File: config.mk
export PLATFORM = sky130hd
export DESIGN_NAME = wb_stage
export DESIGN_NICKNAME = d
export VERILOG_FILES = /design/src/rtl/wb_stage_pkg.sv /design/src/rtl/flag_reg.sv /design/src/rtl/wb_stage.sv
export SDC_FILE = /design/constraint.sdc
export NUM_CORES = 1
export LEC_CHECK = 0
export ABC_AREA = 1
export CORE_ASPECT_RATIO = 2
export CORE_MARGIN = 1.5
export CORE_UTILIZATION = 37
export CTS_BUF_LIST = sky130_fd_sc_hd__clkbuf_4
export CTS_CLUSTER_SIZE = 16
export DETAILED_ROUTE_END_ITERATION = 8
export PLACE_DENSITY = 0.9
export REMOVE_ABC_BUFFERS = 1
export SLEW_MARGIN = 20
export SYNTH_ARGS = -nofsm -noshare
export SYNTH_HDL_FRONTEND = slang
export SYNTH_SLANG_ARGS = --single-unit
File: constraint.sdc
create_clock -name clk -period 1.9 [get_ports clk]
set_clock_uncertainty 0.1 [all_clocks]
set_input_delay 0.38 -clock clk [delete_from_list [all_inputs] [get_ports clk]]
set_output_delay 0.38 -clock clk [all_outputs]
set_load 0.02 [all_outputs]
File: src/rtl/wb_stage_pkg.sv
`default_nettype none
// ============================================================================
// Module   : wb_stage_pkg
// Brief    : Shared op-code and writeback-stage state definitions.
// Revision : 1.0 - initial release
// ============================================================================
package wb_stage_pkg;

    typedef enum logic [7:0] {
        OP_NOP  = 8'h00,
        OP_ADD  = 8'h01,
        OP_ADDC = 8'h02,
        OP_SUB  = 8'h03,
        OP_SUBC = 8'h04,
        OP_LSL  = 8'h05,
        OP_LSLC = 8'h06,
        OP_LSR  = 8'h07,
        OP_LSRC = 8'h08,
        OP_ASR  = 8'h09,
        OP_NEG  = 8'h0A,
        OP_AND  = 8'h0B,
        OP_OR   = 8'h0C,
        OP_CMP  = 8'h0D,
        OP_IMME = 8'h0E,
        OP_BLT  = 8'h0F,
        OP_BNE  = 8'h10,
        OP_LW   = 8'h11,
        OP_SW   = 8'h12,
        OP_ALW  = 8'h13,
        OP_ASW  = 8'h14,
        OP_HALT = 8'h15
    } op_code_e;

    typedef enum logic [1:0] {
        ST_IDLE     = 2'd0,
        ST_MEM_WAIT = 2'd1,
        ST_HALTED   = 2'd2
    } state_e;

    localparam int FLAG_W = 3;

    // Ops that write the register file and load all three ALU flags.
    function automatic logic is_alu_op(op_code_e op);
        return op inside {OP_ADD, OP_ADDC, OP_SUB, OP_SUBC, OP_LSL, OP_LSLC,
                          OP_LSR, OP_LSRC, OP_ASR, OP_NEG, OP_AND, OP_OR};
    endfunction

endpackage
`default_nettype wire

File: src/rtl/flag_reg.sv
`default_nettype none
// ============================================================================
// Module   : flag_reg
// Brief    : Carry/negative/zero flag storage with load enable.
// Revision : 1.0 - initial release
// ============================================================================
module flag_reg
    import wb_stage_pkg::*;
(
    input  logic              clk,
    input  logic              rst,
    input  logic              i_en,
    input  logic [FLAG_W-1:0] i_d,
    output logic [FLAG_W-1:0] o_q
);

    logic [FLAG_W-1:0] r_q;

    always_ff @(posedge clk) begin
        if (rst) begin
            r_q <= '0;
        end else if (i_en) begin
            r_q <= i_d;
        end
    end

    assign o_q = r_q;

endmodule
`default_nettype wire

File: src/rtl/wb_stage.sv
`default_nettype none
// ============================================================================
// Module   : wb_stage
// Brief    : Writeback stage: register-file writes, flags, data-memory access.
// Revision : 1.0 - initial release
// ============================================================================
module wb_stage
    import wb_stage_pkg::*;
(
    input  logic       clk,
    input  logic       reset,
    input  logic       valid_i,
    input  logic [8:0] op_i,
    input  logic [1:0] rd_i,
    input  logic [7:0] result_i,
    input  logic [7:0] cmp_i,
    input  logic       carry_i,
    input  logic       neg_i,
    input  logic       zero_i,
    input  logic [7:0] addr_i,
    input  logic [7:0] sdata_i,
    input  logic [7:0] mem_rdata_i,
    input  logic       mem_ack_i,
    output logic       mem_req_o,
    output logic       mem_we_o,
    output logic [7:0] mem_addr_o,
    output logic [7:0] mem_wdata_o,
    output logic       rf_we_o,
    output logic [1:0] rf_waddr_o,
    output logic [7:0] rf_wdata_o,
    output logic       carry_q_o,
    output logic       neg_q_o,
    output logic       zero_q_o,
    output logic       stall_o,
    output logic       halt_o
);

    state_e            r_state;
    state_e            w_state_nxt;
    op_code_e          w_op;
    logic              w_unused_op_lsb;
    logic              w_start_load;
    logic              w_start_store;
    logic              w_flag_en;
    logic [FLAG_W-1:0] w_flag_d;
    logic [FLAG_W-1:0] w_flag_q;
    logic              r_mem_req;
    logic              r_mem_we;
    logic [7:0]        r_mem_addr;
    logic [7:0]        r_mem_wdata;
    logic [1:0]        r_rd;

    assign w_op            = op_code_e'(op_i[8:1]);
    assign w_unused_op_lsb = op_i[0];

    always_ff @(posedge clk) begin
        if (reset) begin
            r_state <= ST_IDLE;
        end else begin
            r_state <= w_state_nxt;
        end
    end

    always_comb begin
        w_state_nxt   = r_state;
        w_start_load  = 1'b0;
        w_start_store = 1'b0;
        w_flag_en     = 1'b0;
        w_flag_d      = {carry_i, neg_i, zero_i};
        rf_we_o       = 1'b0;
        rf_waddr_o    = rd_i;
        rf_wdata_o    = result_i;
        case (r_state)
            ST_IDLE: begin
                if (valid_i) begin
                    if (is_alu_op(w_op)) begin
                        rf_we_o   = 1'b1;
                        w_flag_en = 1'b1;
                    end else begin
                        case (w_op)
                            OP_CMP: begin
                                w_flag_en = 1'b1;
                                w_flag_d  = {carry_i, cmp_i[7], (cmp_i == 8'h00)};
                            end
                            OP_LW, OP_ALW: begin
                                w_start_load = 1'b1;
                                w_state_nxt  = ST_MEM_WAIT;
                            end
                            OP_SW, OP_ASW: begin
                                w_start_store = 1'b1;
                                w_state_nxt   = ST_MEM_WAIT;
                            end
                            OP_HALT: w_state_nxt = ST_HALTED;
                            default: ;
                        endcase
                    end
                end
            end
            ST_MEM_WAIT: begin
                if (mem_ack_i) begin
                    w_state_nxt = ST_IDLE;
                    if (!r_mem_we) begin
                        rf_we_o    = 1'b1;
                        rf_waddr_o = r_rd;
                        rf_wdata_o = mem_rdata_i;
                    end
                end
            end
            ST_HALTED: ;
            default: w_state_nxt = ST_IDLE;
        endcase
        // A reset cycle must never commit anything, including a late load ack.
        if (reset) begin
            rf_we_o   = 1'b0;
            w_flag_en = 1'b0;
        end
    end

    always_ff @(posedge clk) begin
        if (reset) begin
            r_mem_req   <= 1'b0;
            r_mem_we    <= 1'b0;
            r_mem_addr  <= 8'h00;
            r_mem_wdata <= 8'h00;
            r_rd        <= 2'd0;
        end else if (w_start_load) begin
            r_mem_req  <= 1'b1;
            r_mem_we   <= 1'b0;
            r_mem_addr <= addr_i;
            r_rd       <= rd_i;
        end else if (w_start_store) begin
            r_mem_req   <= 1'b1;
            r_mem_we    <= 1'b1;
            r_mem_addr  <= addr_i;
            r_mem_wdata <= sdata_i;
        end else if ((r_state == ST_MEM_WAIT) && mem_ack_i) begin
            r_mem_req <= 1'b0;
            r_mem_we  <= 1'b0;
        end
    end

    flag_reg u_flag_reg (
        .clk  (clk),
        .rst  (reset),
        .i_en (w_flag_en),
        .i_d  (w_flag_d),
        .o_q  (w_flag_q)
    );

    assign {carry_q_o, neg_q_o, zero_q_o} = w_flag_q;

    assign mem_req_o   = r_mem_req;
    assign mem_we_o    = r_mem_we;
    assign mem_addr_o  = r_mem_addr;
    assign mem_wdata_o = r_mem_wdata;
    assign stall_o     = (r_state == ST_MEM_WAIT) || (r_state == ST_HALTED);
    assign halt_o      = (r_state == ST_HALTED);

endmodule
`default_nettype wire

**Word level (Yosys, flattened, before mapping)**

Index checks and enable logic that the tools add are counted.
Widths: inputs -> output; s select.

- Register bits: 25
- Latch bits: 0
- Memory bits (writable): 0
- Bits in read-only memories: 0
- Output and inout bits: 34
- Word-level logic and storage cells: 86
- Memories kept: 0

- Add/subtract/negate cells: 0
- $mul: 0
- Div/mod/pow operators: 0
- Order comparisons: 0
- Equality and inequality tests: 24
- Shift operators: 0
- Multiplexer cells: 39
- Bitwise logic cells: 2
- Reduce and logical (&&, ||, !) cells: 14

Operators with widths:

| cell | number |
|---|---|
| $eq 8x4->1 const B | 6 |
| $eq 8x5->1 const B | 5 |
| $mux 8 | 5 |
| $eq 8x3->1 const B | 4 |
| $mux 1 | 21 |
| $mux 2 | 10 |
| $eq 8x2->1 const B | 2 |
| $reduce_bool 12->1 | 1 |
| $eq 8x1->1 const B | 1 |
| $logic_not 8->1 | 1 |
| $ne 2x2->1 const B | 3 |
| $pmux 2 s3 | 1 |
| $reduce_or 2->1 | 3 |
| $reduce_and 5->1 | 1 |
| $pmux 2 s2 | 1 |
| $reduce_bool 2->1 | 2 |
| $reduce_or 4->1 | 1 |
| $ne 3x2->1 const B | 1 |
| $reduce_bool 3->1 | 1 |
| $eq 2x1->1 const B | 1 |
| $eq 2x2->1 const B | 1 |
| $logic_not 2->1 | 1 |
| $not 1->1 | 2 |
| $pmux 1 s2 | 1 |
| other kinds (3) | 3 |

**Depth between registers and ports, before layout**

Gate-level depths: netlist (run 1).

- Word-level depth: 8
- Mapped depth: 10
- Mapped depth without buffers: 10

**Hierarchy**

A second synthesis (run 1) with hierarchy kept.

- Cells, all modules: 216
- Area total of the unflattened synthesis: 1411.4 um2

By module, submodules not included:

| module | instances | cells an instance | area an instance (um2) | seq. area each (um2) |
|---|---|---|---|---|
| wb_stage | 1 | 197 | 1291.2 | 440.4 |
| flag_reg | 1 | 19 | 120.1 | 60.1 |

**Least setup slack after synthesis (run 1)**

No wires, ideal clock.

- Path type: reg2out
- From: register r_state[1]
- To: output port rf_waddr_o[0]
- Arrival time: 1627 ps
- Path slack: -207 ps
- Stages on the path, launching flop included: 8
- Path buffers: 1
- Cells stage by stage: dfxtp_1 > inv_1 > ha_1 > nand2_1 > nor2_2 > inv_1 > clkbuf_1 > o21ai_0

- Longest elaborated chain between the ends: 2

RTL lines:

| item | RTL line | RTL |
|---|---|---|
| start, declared | wb_stage.sv:38 | `state_e r_state;` |
| start signal, assigned | wb_stage.sv:60 | `r_state <= w_state_nxt;` |
| $eq 2x1->1 | wb_stage.sv:73 | `case (r_state)` |
| $mux 2 | wb_stage.sv:73 |  |
| end, declared | wb_stage.sv:29 | `output logic [1:0] rf_waddr_o,` |

Every way passes these cells.

**Worst setup path in the final report (run 1)**

- From: register r_state[1]
- To: output port rf_wdata_o[4]

- Longest elaborated chain between the ends: 2

RTL lines:

| item | RTL line | RTL |
|---|---|---|
| $eq 2x1->1 | wb_stage.sv:73 |  |
| $mux 8 | wb_stage.sv:73 |  |
| end, declared | wb_stage.sv:30 | `output logic [7:0] rf_wdata_o,` |

Every way passes these cells.

==> results of run 1 <==
layer usage:
| metal | vias up | wire length [um] | track usage [%] |
|---|---|---|---|
| met5 | - | 0 | 0 |
| met4 | 0 | 141 | 9.35 |
| met3 | 10 | 159 | 2.00 |
| met2 | 53 | 2640 | 43.4 |
| met1 | 802 | 1520 | 20.3 |
| li1 | 918 | - | - |
cell families (layout without fill, tap and decap cells):
kind of cell	Yosys count	count (layout)	synth area share [%]
flops	25	25	36.0
simple gates	126	126	40.5
fa+ha+maj	3	3	2.70
buf+inv	31	150	9.01
compound gates	31	31	11.8
metrics by stage:
| step | utilization (%) | hold slack, ps | instances | cell area [sq um] | setup TNS, ps |
|---|---|---|---|---|---|
| floorplan | - | 326 | 211 | 1360 | -247 |
| global placement | 70.2 | 332 | 376 | 2530 | -10320 |
| detailed placement | 70.2 | 342 | 376 | 2530 | -11530 |
| CTS | 72.8 | 360 | 381 | 2630 | -1080 |
| global route | 75.5 | 384 | 384 | 2720 | -1380 |
| finish | 75.5 | 367 | 384 | 2720 | -570 |
timing repair:
item                       4_1_cts  5_1_grt
setup endpoints to repair       13       32
buffers inserted                 1        3
resized for setup               97       29
pin swaps                        8       10
layout make-up:
type                       count  area (sq um)
inverter                      26           100
fill                         267           883
multi-input combinational    160           877
clock inverter                 1          7.51
timing repair buffer         120          1150
sequential                    25           503
tap                           49          61.3
clock buffer                   3          22.5
sequential cells by signal, summed over array words and instances (netlist names):
name and count:
mem_req_o 1, mem_addr_o 8, mem_wdata_o 8, mem_we_o 1, u_flag_reg.o_q 3, r_rd 2
r_state 2
worst max path at each step:
stage,to,slack (ps),cells past startpoint
2_1_floorplan,rf_waddr_o[0],-120,6
3_3_place_gp,rf_we_o,-670,9
3_5_place_dp,rf_we_o,-730,9
4_1_cts,rf_we_o,-170,9
5_1_grt,rf_wdata_o[4],-150,9
6_report,rf_wdata_o[4],-80,9
tightest hold or removal path: stages, from the launching register on:
cell and delay [ps]:
dfxtp_1 320, inv_1 60, a21oi_1 60
where the power goes:
group | total, mW | leakage [nW] | internal (mW) | switching [mW]
clock | 0.234 | 0.0139 | 0.0801 | 0.154
combinational | 0.304 | 1.04 | 0.180 | 0.124
sequential | 0.531 | 0.202 | 0.528 | 0.00227
cells in the mapped netlist (2+ instances only):
| master | instances |
|---|---|
| dfxtp_1 | 25 |
| nor2_2 | 2 |
| a21oi_1 | 14 |
| ha_1 | 3 |
| inv_1 | 24 |
| o21ai_1 | 7 |
| nand4_1 | 2 |
| nand3_1 | 15 |
| nand2_2 | 2 |
| o21ai_0 | 7 |
| clkbuf_1 | 2 |
| nand2_1 | 66 |
| nor2_1 | 31 |
==> results.py, run 1 <==
metrics = {
    "global_route": {
        "grt_max_degree": 16,
        "grt_usage_pct": 21.7,
        "grt_pass1_wl_mm": 6.89,
        "grt_pass1_vias": 1742,
        "grt.overflow.total": 0,
        "antenna_found_initial": 0,
    },
    "pwr": {
        "leakage_nw": 1.26,
        "p_total_mw": 1.07,
        "powerDensity_nw_per_um2": 392,
        "vdd.ir_drop.worst_mv": 0.216,
    },
    "critical_path": {
        "crit_required_ps": 1420,
        "crit_path_frequent_cell": "nand2_4",
        "r2r_slack_ps": 190,
        "cp_num_buf_inv": 4,
        "critPathLaunch": "r_state[1]",
        "reg2reg_depth": 10,
        "regToRegEndpoint": "mem_wdata_o[3]",
        "r2r-start": "r_state[1]",
        "crit_slowest_cell": "dfxtp_2",
        "worstPathMaxFanout": 8,
        "cpLargestDelayFamily": "buffers and inverters",
        "arrival_ps": 1500,
        "slowest_delay_ps": 350,
        "cp-end-kind": "output pin",
        "crit_chain": "inv_2 -> ha_4 -> nand2_4 -> nor2_4 -> inv_4 -> buf_12 -> nand2_4 -> nand2_2 -> buf_6",
        "critPathKind": "reg -> out",
        "critPathLaunchType": "flop",
    },
    "layout": {
        "drive_gt1_share_pct": 26.6,
        "area_growth_pct": 96.1,
        "layout_commonest_cell": "clkdlybuf4s50_1",
        "antenna_cells": 0,
        "nets": 397,
        "layout_common_cells": "clkdlybuf4s50_1 (67), nand2_1 (49), nor2_1 (30), buf_4 (26), dfxtp_1 (23)",
    },
    "clock_network": {
        "postCtsHoldBufs": 0,
        "clock-sinks": 25,
        "cts_max_level": 1,
        "cts_buffer_depth": 2,
        "cts_root_buf": "clkbuf_4",
        "cts_tree": "built",
        "clk_latency_ps": 300,
        "path_clk_slew_ps": 130,
        "numCtsBuffers": 3,
    },
    "logic_synthesis": {
        "synth_edf_count": 0,
        "synth_warnings": 0,
        "syn_inst": 216,
        "synth_top_area_share_pct": 36.0,
        "ys_ff_latch": 25,
        "synth_area_leaders": "dfxtp_1 (36%), nand2_1 (18%), nor2_1 (8.4%)",
        "synth_cell_types": 29,
        "synth_area_sq_um": 1390,
        "synth_ff_type": "dfxtp_1",
        "seq_area_frac_synth_pct": 36.0,
        "yosysTopAreaCell": "dfxtp_1",
        "syn_area_per_cell_sq_um": 6.43,
        "synthArstFlopShare_pct": 0,
    },
    "placement": {
        "place_congestion": 0.913,
        "hpwl_mm": 3.54,
        "post-place-ws_ps": -731,
        "port_buffers": 90,
    },
    "sta": {
        "grt_setup_unrepaired": "yes",
        "slew_violations": 0,
        "setup-violations-final": 10,
        "worst_slack_ps": -79.6,
        "hold_violations": 0,
        "slew_headroom_pct": 79.7,
        "tightestPinTransition_ps": 302,
        "finalCritPeriodShare_pct": 104,
        "fmax_mhz": 505,
        "period_minus_slack_ps": 1980,
    },
    "floorplanning": {
        "coreArea_sq_um": 3610,
        "start_util_pct": 38.5,
        "row_count": 31,
        "die_h_um": 89.6,
        "die_x_um": 46.3,
        "die-area_sq_um": 4150,
        "pin_count": 92,
    },
    "route": {
        "dr.first_iter.drc_count": 21,
        "num_vias": 1783,
        "routed_wl_mm": 4.46,
        "final_antenna_net_count": 0,
        "first_pass_iters": 4,
        "drc": 0,
        "vias_per_cell": 4.64,
        "avgRoutedWirePerCell_um": 11.6,
    },
    "min_path": {
        "hp-class": "reg -> reg",
        "hold_end": "r_rd[0]",
        "hp-start": "r_rd[0]",
        "hold_depth": 2,
    },
    "status": {
        "violations": "negative setup slack",
        "status": "finished with violations",
    },
    "job": {
        "drv_cap": 0,
    },
}
No activity file was read; power rests on OpenSTA's default activity.
==> inputs of run 2 (changes only) <==
--- a/config.mk
+++ b/config.mk
@@ -14,6 +14,7 @@
 export DETAILED_ROUTE_END_ITERATION = 8
 export PLACE_DENSITY = 0.9
 export REMOVE_ABC_BUFFERS = 1
+export SKIP_CTS_REPAIR_TIMING = 1
 export SLEW_MARGIN = 20
 export SYNTH_ARGS = -nofsm -noshare
 export SYNTH_HDL_FRONTEND = slang
==> constraint.sdc (replaced) <==
create_clock -name clk -period 2.2 [get_ports clk]
set_clock_uncertainty 0.1 [all_clocks]
set_input_delay 0.44 -clock clk [delete_from_list [all_inputs] [get_ports clk]]
set_output_delay 0.44 -clock clk [all_outputs]
set_load 0.02 [all_outputs]
==> run 2 against run 1 <==
Against the previous run: the run now ends clean; first-iteration DRC count is 19% higher; via count is 2.6% lower; die area stayed put; count of clock-buffer cells in the layout stayed put; worst setup slack better by 110 ps; critical endpoint is now rf_we_o.
==> results.py, run 2 (synthesis results as in run 1) <==
metrics = {
    "clock_network": {
        "cts_tree": "built",
        "cts_max_level": 1,
        "clock-sinks": 25,
        "cts_root_buf": "clkbuf_4",
        "path_clk_slew_ps": 120,
        "clk_latency_ps": 310,
        "numCtsBuffers": 3,
        "cts_buffer_depth": 2,
    },
    "critical_path": {
        "critPathLaunchType": "primary input",
        "cp-end-kind": "output pin",
        "arrival_ps": 1630,
        "critPathKind": "in -> out",
        "worstPathMaxFanout": 2,
        "crit_required_ps": 1660,
        "r2r_slack_ps": 460,
    },
    "sta": {
        "slew_headroom_pct": 79.3,
        "grt_setup_unrepaired": "yes",
        "period_minus_slack_ps": 2170,
        "tightestPinTransition_ps": 310,
        "finalCritPeriodShare_pct": 98.8,
        "fmax_mhz": 460,
        "hold_violations": 0,
        "setup-violations-final": 0,
        "slew_violations": 0,
        "worst_slack_ps": 27.0,
    },
    "layout": {
        "fillers": 294,
        "nets": 388,
        "antenna_cells": 0,
        "fin_util_pct": 70.0,
        "drive_gt1_share_pct": 16.9,
        "area_growth_pct": 81.7,
        "design_area_sq_um": 2520,
        "layout_common_cells": "clkdlybuf4s50_1 (72), nand2_1 (65), nor2_1 (30), dfxtp_1 (24)",
        "layout_commonest_cell": "clkdlybuf4s50_1",
    },
    "route": {
        "vias_per_cell": 4.63,
        "final_antenna_net_count": 0,
        "first_pass_iters": 4,
        "drc": 0,
        "avgRoutedWirePerCell_um": 11.0,
        "num_vias": 1736,
        "dr.first_iter.drc_count": 25,
        "routed_wl_mm": 4.13,
    },
    "placement": {
        "placedInstanceArea_sq_um": 2500,
        "hpwl_mm": 3.35,
        "place_congestion": 0.844,
        "post-place-ws_ps": -513,
        "port_buffers": 90,
    },
    "pwr": {
        "p_total_mw": 0.895,
        "leakage_nw": 1.20,
        "powerDensity_nw_per_um2": 355,
        "vdd.ir_drop.worst_mv": 0.271,
    },
    "global_route": {
        "grt.overflow.total": 0,
        "antenna_found_initial": 0,
        "grt_pass1_vias": 1654,
        "grt_pass1_wl_mm": 6.51,
        "grt_usage_pct": 20.8,
        "grt_max_degree": 20,
    },
    "floorplanning": {
        "die_x_um": 46.3,
        "die-area_sq_um": 4150,
        "die_h_um": 89.6,
        "start_util_pct": 38.5,
        "row_count": 31,
        "pin_count": 92,
        "coreArea_sq_um": 3610,
    },
    "status": {
        "status": "finished clean",
    },
    "job": {
        "drv_cap": 0,
    },
    "min_path": {
        "hp-class": "reg -> reg",
    },
}
[run 2: changes by cell type in the layout (fill, tap and decap cells not counted), moves of 5 or more]
cell             before  now
nand2_1              49   65
buf_6                11    1
nand2_2              13    3
buf_4                26   20
clkbuf_2              2    8
dlygate4sd2_1         6    0
nand2_4               7    1
clkdlybuf4s50_1      67   72
[run 2: final timing paths]
kind	start	cells past startpoint	end
hold / removal	r_rd[1]	2	r_rd[1]
hold reg to reg	r_rd[1]	2	r_rd[1]
setup reg to reg	r_state[1]	11	mem_req_o
setup / recovery	op_i[5]	9	rf_we_o
[run 2: power by group]
group	switching, mW	internal [mW]
registers	0.00167	0.456
clock network	0.136	0.0694
logic	0.0953	0.136
total	0.233	0.662
[run 2: layout make-up]
cell class                 instances  area, sq um  area share [%]
tap                               49         61.3            2.43
clock buffer                       3         22.5           0.892
clock inverter                     1         7.51           0.297
sequential                        25          502            19.9
multi-input combinational        160          771            30.5
inverter                          26         97.6            3.87
timing repair buffer             111         1060            42.1
[run 2: per-stage QoR]
| step | cells | hold WS, ps | setup TNS (ps) |
|---|---|---|---|
| 2_1_floorplan | 211 | 326 | 0 |
| 3_3_place_gp | 370 | 332 | -4100 |
| 3_5_place_dp | 370 | 341 | -4540 |
| 4_1_cts | 374 | 358 | -4890 |
| 5_1_grt | 375 | 371 | -58.1 |
| 6_report | 375 | 355 | 0 |
[run 2: layer usage]
metal / part of all wire [%] / global-route usage [%] / vias to the layer above
met2: 58 / 39.0 / 61
met1: 35 / 19.9 / 764
met3: 3.7 / 2.60 / 10
met4: 3.1 / 13.0 / 0
met5: 0 / 0 / -
li1: - / - / 901
[run 2: critical path, cell delays in order]
cell	delay [ps]
clkdlybuf4s50_1	430
inv_2	60
nand2_1	60
nor2_2	140
nand3_2	90
inv_2	60
nand3_1	70
a21oi_1	130
buf_4	160
==> inputs of run 3 (changes only) <==
--- a/config.mk
+++ b/config.mk
@@ -10,10 +10,13 @@
 export CORE_MARGIN = 1.5
 export CORE_UTILIZATION = 37
 export CTS_BUF_LIST = sky130_fd_sc_hd__clkbuf_4
+export CTS_CLUSTER_DIAMETER = 50
 export CTS_CLUSTER_SIZE = 16
 export DETAILED_ROUTE_END_ITERATION = 8
+export GPL_TIMING_DRIVEN = 0
 export PLACE_DENSITY = 0.9
 export REMOVE_ABC_BUFFERS = 1
+export SETUP_SLACK_MARGIN = 0.1
 export SKIP_CTS_REPAIR_TIMING = 1
 export SLEW_MARGIN = 20
 export SYNTH_ARGS = -nofsm -noshare
==> run 3 against run 2 <==
Against the previous run: clock power about the same; via count shrank 1.0%; die area unchanged; first-iteration DRC count decreased by 36%; non-clock buffer count down 7; count of clock-buffer cells in the layout is the same; global-route usage is 1.7 points lower; cell area grew 1.7%; flip-flop and latch count did not move; largest cell class unchanged.
==> results.py, run 3 (synthesis results as in run 1) <==
metrics = {
    "global_route": {
        "grt_usage_pct": 19.2,
        "grt_pass1_vias": 1517,
        "grt_pass1_wl_mm": 6.01,
        "antenna_found_initial": 0,
        "grt.overflow.total": 0,
        "grt_max_degree": 20,
    },
    "clock_network": {
        "cts_max_level": 1,
        "clk_latency_ps": 310,
        "path_clk_slew_ps": 130,
        "cts_buffer_depth": 2,
        "clock-sinks": 25,
        "cts_root_buf": "clkbuf_4",
        "cts_tree": "built",
        "numCtsBuffers": 3,
    },
    "job": {
        "drv_cap": 0,
    },
    "pwr": {
        "cell_internal_pwr_mw": 0.669,
        "p_switching_mw": 0.235,
        "seqPwrFrac_pct": 50.7,
        "powerDensity_nw_per_um2": 352,
        "vdd.ir_drop.worst_mv": 0.280,
        "combPwrFrac_pct": 26.9,
        "leakage_nw": 1.22,
        "switching_share_pct": 26.0,
        "clockPowerShare_pct": 22.4,
    },
    "placement": {
        "port_buffers": 90,
        "hpwl_mm": 3.35,
        "placedInstanceArea_sq_um": 2320,
        "post-place-ws_ps": -803,
        "placed_cells": 350,
        "place_congestion": 0.864,
    },
    "status": {
        "status": "finished clean",
    },
    "sta": {
        "hold_violations": 0,
        "worst_slack_ps": 4.68,
        "setup-violations-final": 0,
        "slew_violations": 0,
        "slew_headroom_pct": 68.0,
        "period_minus_slack_ps": 2200,
        "grt_setup_unrepaired": "yes",
        "fin_setup_tns_ps": 0,
        "tightestPinTransition_ps": 478,
        "finalCritPeriodShare_pct": 99.8,
        "fmax_mhz": 456,
    },
    "critical_path": {
        "reg2reg_depth": 9,
        "cp-end-kind": "output pin",
        "worstPathMaxFanout": 6,
        "r2r_slack_ps": 310,
        "arrival_ps": 1660,
        "critPathKind": "reg -> out",
        "critPathLaunchType": "flop",
        "crit_required_ps": 1660,
    },
    "min_path": {
        "hold_depth": 2,
        "hp-class": "reg -> reg",
    },
    "layout": {
        "drive_gt1_share_pct": 18.5,
        "fillers": 309,
        "final_cells": 368,
        "design_area_sq_um": 2570,
        "antenna_cells": 0,
        "layout_commonest_cell": "clkdlybuf4s50_1",
        "layout_common_cells": "clkdlybuf4s50_1 (68), nand2_1 (61), nor2_1 (30), dfxtp_1 (23), inv_1 (17)",
        "area_growth_pct": 84.8,
        "fin_util_pct": 71.1,
        "nets": 381,
    },
    "floorplanning": {
        "row_count": 31,
        "die_h_um": 89.6,
        "coreArea_sq_um": 3610,
        "die-area_sq_um": 4150,
        "pin_count": 92,
        "die_x_um": 46.3,
        "start_util_pct": 38.5,
    },
    "route": {
        "first_pass_iters": 4,
        "final_antenna_net_count": 0,
        "num_vias": 1718,
        "drc": 0,
        "routed_wl_mm": 4.22,
        "dr.first_iter.drc_count": 16,
        "vias_per_cell": 4.67,
        "avgRoutedWirePerCell_um": 11.5,
    },
}
[run 3: per-layer routing]
layer | vias up | part of all wire, % | wire length [um] | GRT usage [%]
met4 | 0 | 1.7 | 72 | 7.27
met2 | 54 | 63 | 2650 | 39.9
li1 | 889 | - | - | -
met1 | 769 | 31 | 1330 | 17.2
met3 | 6 | 4.0 | 171 | 1.40
met5 | - | 0 | 0 | 0
[run 3: power by group through the flow]
stage | registers, mW | logic (mW) | clock network [mW]
finish | 0.458 | 0.244 | 0.202
global route | 0.459 | 0.262 | 0.228
CTS | 0.458 | 0.225 | 0.212
detailed placement | 0.468 | 0.224 | 0
floorplan | 0.471 | 0.0720 | 0
global placement | 0.468 | 0.219 | 0
[run 3: metrics by stage]
step	total power, mW	hold WS (ps)
2_1_floorplan	0.543	326
4_1_cts	0.895	361
3_3_place_gp	0.687	335
3_5_place_dp	0.691	342
5_1_grt	0.949	374
6_report	0.904	354
[run 3: area by class of cell]
class | count | area [sq um] | area share [%]
Timing Repair Buffer | 104 | 1050 | 41.0
Inverter | 26 | 105 | 4.10
Clock inverter | 1 | 7.51 | 0.293
Clock buffer | 3 | 22.5 | 0.878
Tap cell | 49 | 61.3 | 2.39
Sequential cell | 25 | 503 | 19.6
Multi-Input combinational cell | 160 | 815 | 31.7
[run 3: worst max-delay path: stages (launching register included)]
cell and delay [ps]:
dfxtp_2 360, inv_2 70, ha_4 140, nand2_4 50, nor2_4 130, clkinvlp_4 170
buf_6 150, a21oi_2 120, buf_4 160
[run 3: final timing paths]
kind,start,end
max,r_state[1],rf_we_o
min,r_rd[1],r_rd[1]
max reg2reg,r_state[1],mem_addr_o[3]
min reg2reg,r_rd[1],r_rd[1]
==> patch (config.mk and constraints of run 2) <==
Encoding of `state_e`: now one-hot (3 bits for 3 states).
--- a/src/rtl/wb_stage_pkg.sv
+++ b/src/rtl/wb_stage_pkg.sv
@@ -31,10 +31,10 @@
         OP_HALT = 8'h15
     } op_code_e;
 
-    typedef enum logic [1:0] {
-        ST_IDLE     = 2'd0,
-        ST_MEM_WAIT = 2'd1,
-        ST_HALTED   = 2'd2
+    typedef enum logic [2:0] {
+        ST_IDLE     = 3'b001,
+        ST_MEM_WAIT = 3'b010,
+        ST_HALTED   = 3'b100
     } state_e;
 
     localparam int FLAG_W = 3;
Check against the original RTL: no difference found for any inputs over 10 cycles, from zero or initial values and one cycle with reset high; not proved beyond that.
==> patch against run 2 <==
  * Register-to-register slack got worse by 40 ps
  * Sequential cell count rose by 1
  * Synthesized area is 11% higher
  * Routed wire length up 13%
  * Worst setup slack lost 4.4 ps
  * Final area up 12%
  * Critical endpoint unchanged
  * Count of clock-buffer cells in the layout unchanged
  * Total power up 35%
==> patch: results (changes against run 2) <==
Met1 Use GR: 17.1% (was 19.9%)
Post-synth cell types: 25 (was 29)
PortBufs: 90 (unchanged)
Clk Tree Root Cell: clkbuf_4 (unchanged)
Total wire length: 4660 µm (was 4130 µm)
Initial antenna violation count: 1 (was 0)
Status: completed (unchanged)
First-pass GRT wire length: 7440 µm (was 6510 µm)
Yosys warnings: 0 (unchanged)
Gr usage total: 20.1% (was 20.8%)
Layout cells sized above 1: 19.8% (was 16.9%)
Post-Syn Area per Cell: 6.20 µm² (was 6.43 µm²)
Pre-CTS setup slack: -533 ps (was -513 ps)
Via/cell ratio: 4.77 (was 4.63)
Hold Path Depth: 2 (unchanged)
Top cells by instance count after synthesis: nand2_1, nor2_1, dfxtp_1, inv_1, a21oi_1 (was nand2_1, nor2_1, dfxtp_1, inv_1, nand3_1)
M2 GR Usage: 42.7% (was 39.0%)
Met3 routed WL: 301 µm (was 152 µm)
1st-iter DRT viols: 28 (was 25)
Crit path max-delay family: simple AND/OR/NAND/NOR gates (was buffers and inverters)
Reg2reg path depth: 11 (unchanged)
Fin cells: 416 (was 375)
Static Leak: 1.35 nW (was 1.20 nW)
Slowest CP cell: dfxtp_2 (was clkdlybuf4s50_1)
Worst-Margin Slew: 297 ps (was 310 ps)
DR top layer: met4 (unchanged)
Wire length on met1: 1620 µm (was 1450 µm)
Fillers: 341 (was 294)
Crit-path max FO: 3 (was 2)
CTS Buf Count: 3 (unchanged)
Leading cell type by number of instances after synthesis: nand2_1 (unchanged)
Synth top area cells: dfxtp_1, nand2_1, nor2_1 (unchanged)
Seq/Total Area, Yosys: 33.7% (was 36.0%)
M3 GR Usage: 3.03% (was 2.60%)
Worst path arrival time: 1640 ps
Max incr delay on CP: 360 ps (was 430 ps)
Inst Count DP: 409 (was 370)
Clk slew on worst S/H paths: 140 ps (was 120 ps)
Vias in the first global route: 1861 (was 1654)
First drt pass iteration count: 4 (unchanged)
WL met2: 2670 µm (was 2400 µm)
Skew-Pair Late Insertion Delay: 310 ps (about the same)
Worst VDD drop: 0.340 mV (was 0.271 mV)
Worst min-delay path class: reg2reg (unchanged)
H-tree depth: 1 (unchanged)
Clock buffer depth: 2 (unchanged)
Routability cong.: 0.832 (was 0.844)
Ys async rst share: 0% (unchanged)
Largest net degree at the start of global routing: 18 (was 20)
Nets: 422 (was 388)
Placed wire-length estimate: 3880 µm (was 3350 µm)
Detail Route Antenna Nets: 0 (unchanged)
patch: changes by cell type in the layout (fill, tap and decap cells not counted), moves of 3 or more:
cell / delta
buf_6: +11
nand3_1: -5
clkbuf_2: -8
nand2_2: +5
nand2_1: +6
nor2_1: +15
buf_4: +4
nor3_1: +8
nand3b_1: +8
o21ai_0: -3
patch: stage by stage:
| stage | hold slack [ps] | util [%] | area [µm²] |
|---|---|---|---|
| floorplan | 362 | - | 1490 |
| global route | 401 | 69.8 | 2830 |
| finish | 382 | 69.8 | 2830 |
| detailed placement | 356 | 66.2 | 2680 |
| CTS | 382 | 67.5 | 2730 |
| global placement | 349 | 66.2 | 2680 |
patch: logic make-up after synthesis:
family	Yosys count	synth area share [%]
and+or+nand+nor	165	48.4
buffers and inverters	32	9.16
AOI/OAI and AO/OA	26	8.68
DFF	26	33.7
patch: cell type report:
cell class / count / area share, %
tap: 52 / 2.30
antenna: 1 / 0.0886
clock inverter: 1 / 1.06
inverter: 24 / 3.19
multi-input combinational: 191 / 32.8
timing repair buffer: 118 / 41.3
sequential: 26 / 18.5
clock buffer: 3 / 0.797
patch: path summary, 6_finish.rpt:
kind                                       start                              to  slack [ps]
setup / recovery         r_state[1]$_SDFFE_PP0P_                         rf_we_o          20
hold / removal    u_flag_reg.o_q[1]$_SDFFE_PP0P_  u_flag_reg.o_q[1]$_SDFFE_PP0P_         380
setup reg to reg         r_state[0]$_SDFFE_PP1P_  u_flag_reg.o_q[1]$_SDFFE_PP0P_         420
hold reg to reg   u_flag_reg.o_q[1]$_SDFFE_PP0P_  u_flag_reg.o_q[1]$_SDFFE_PP0P_         380
patch: report_power, final:
part / internal [W] / switching [W] / total, W
registers: 0.000481 / 0.00000582 / 0.000487
logic: 0.000211 / 0.000185 / 0.000396
clock network: 0.000184 / 0.000137 / 0.000321
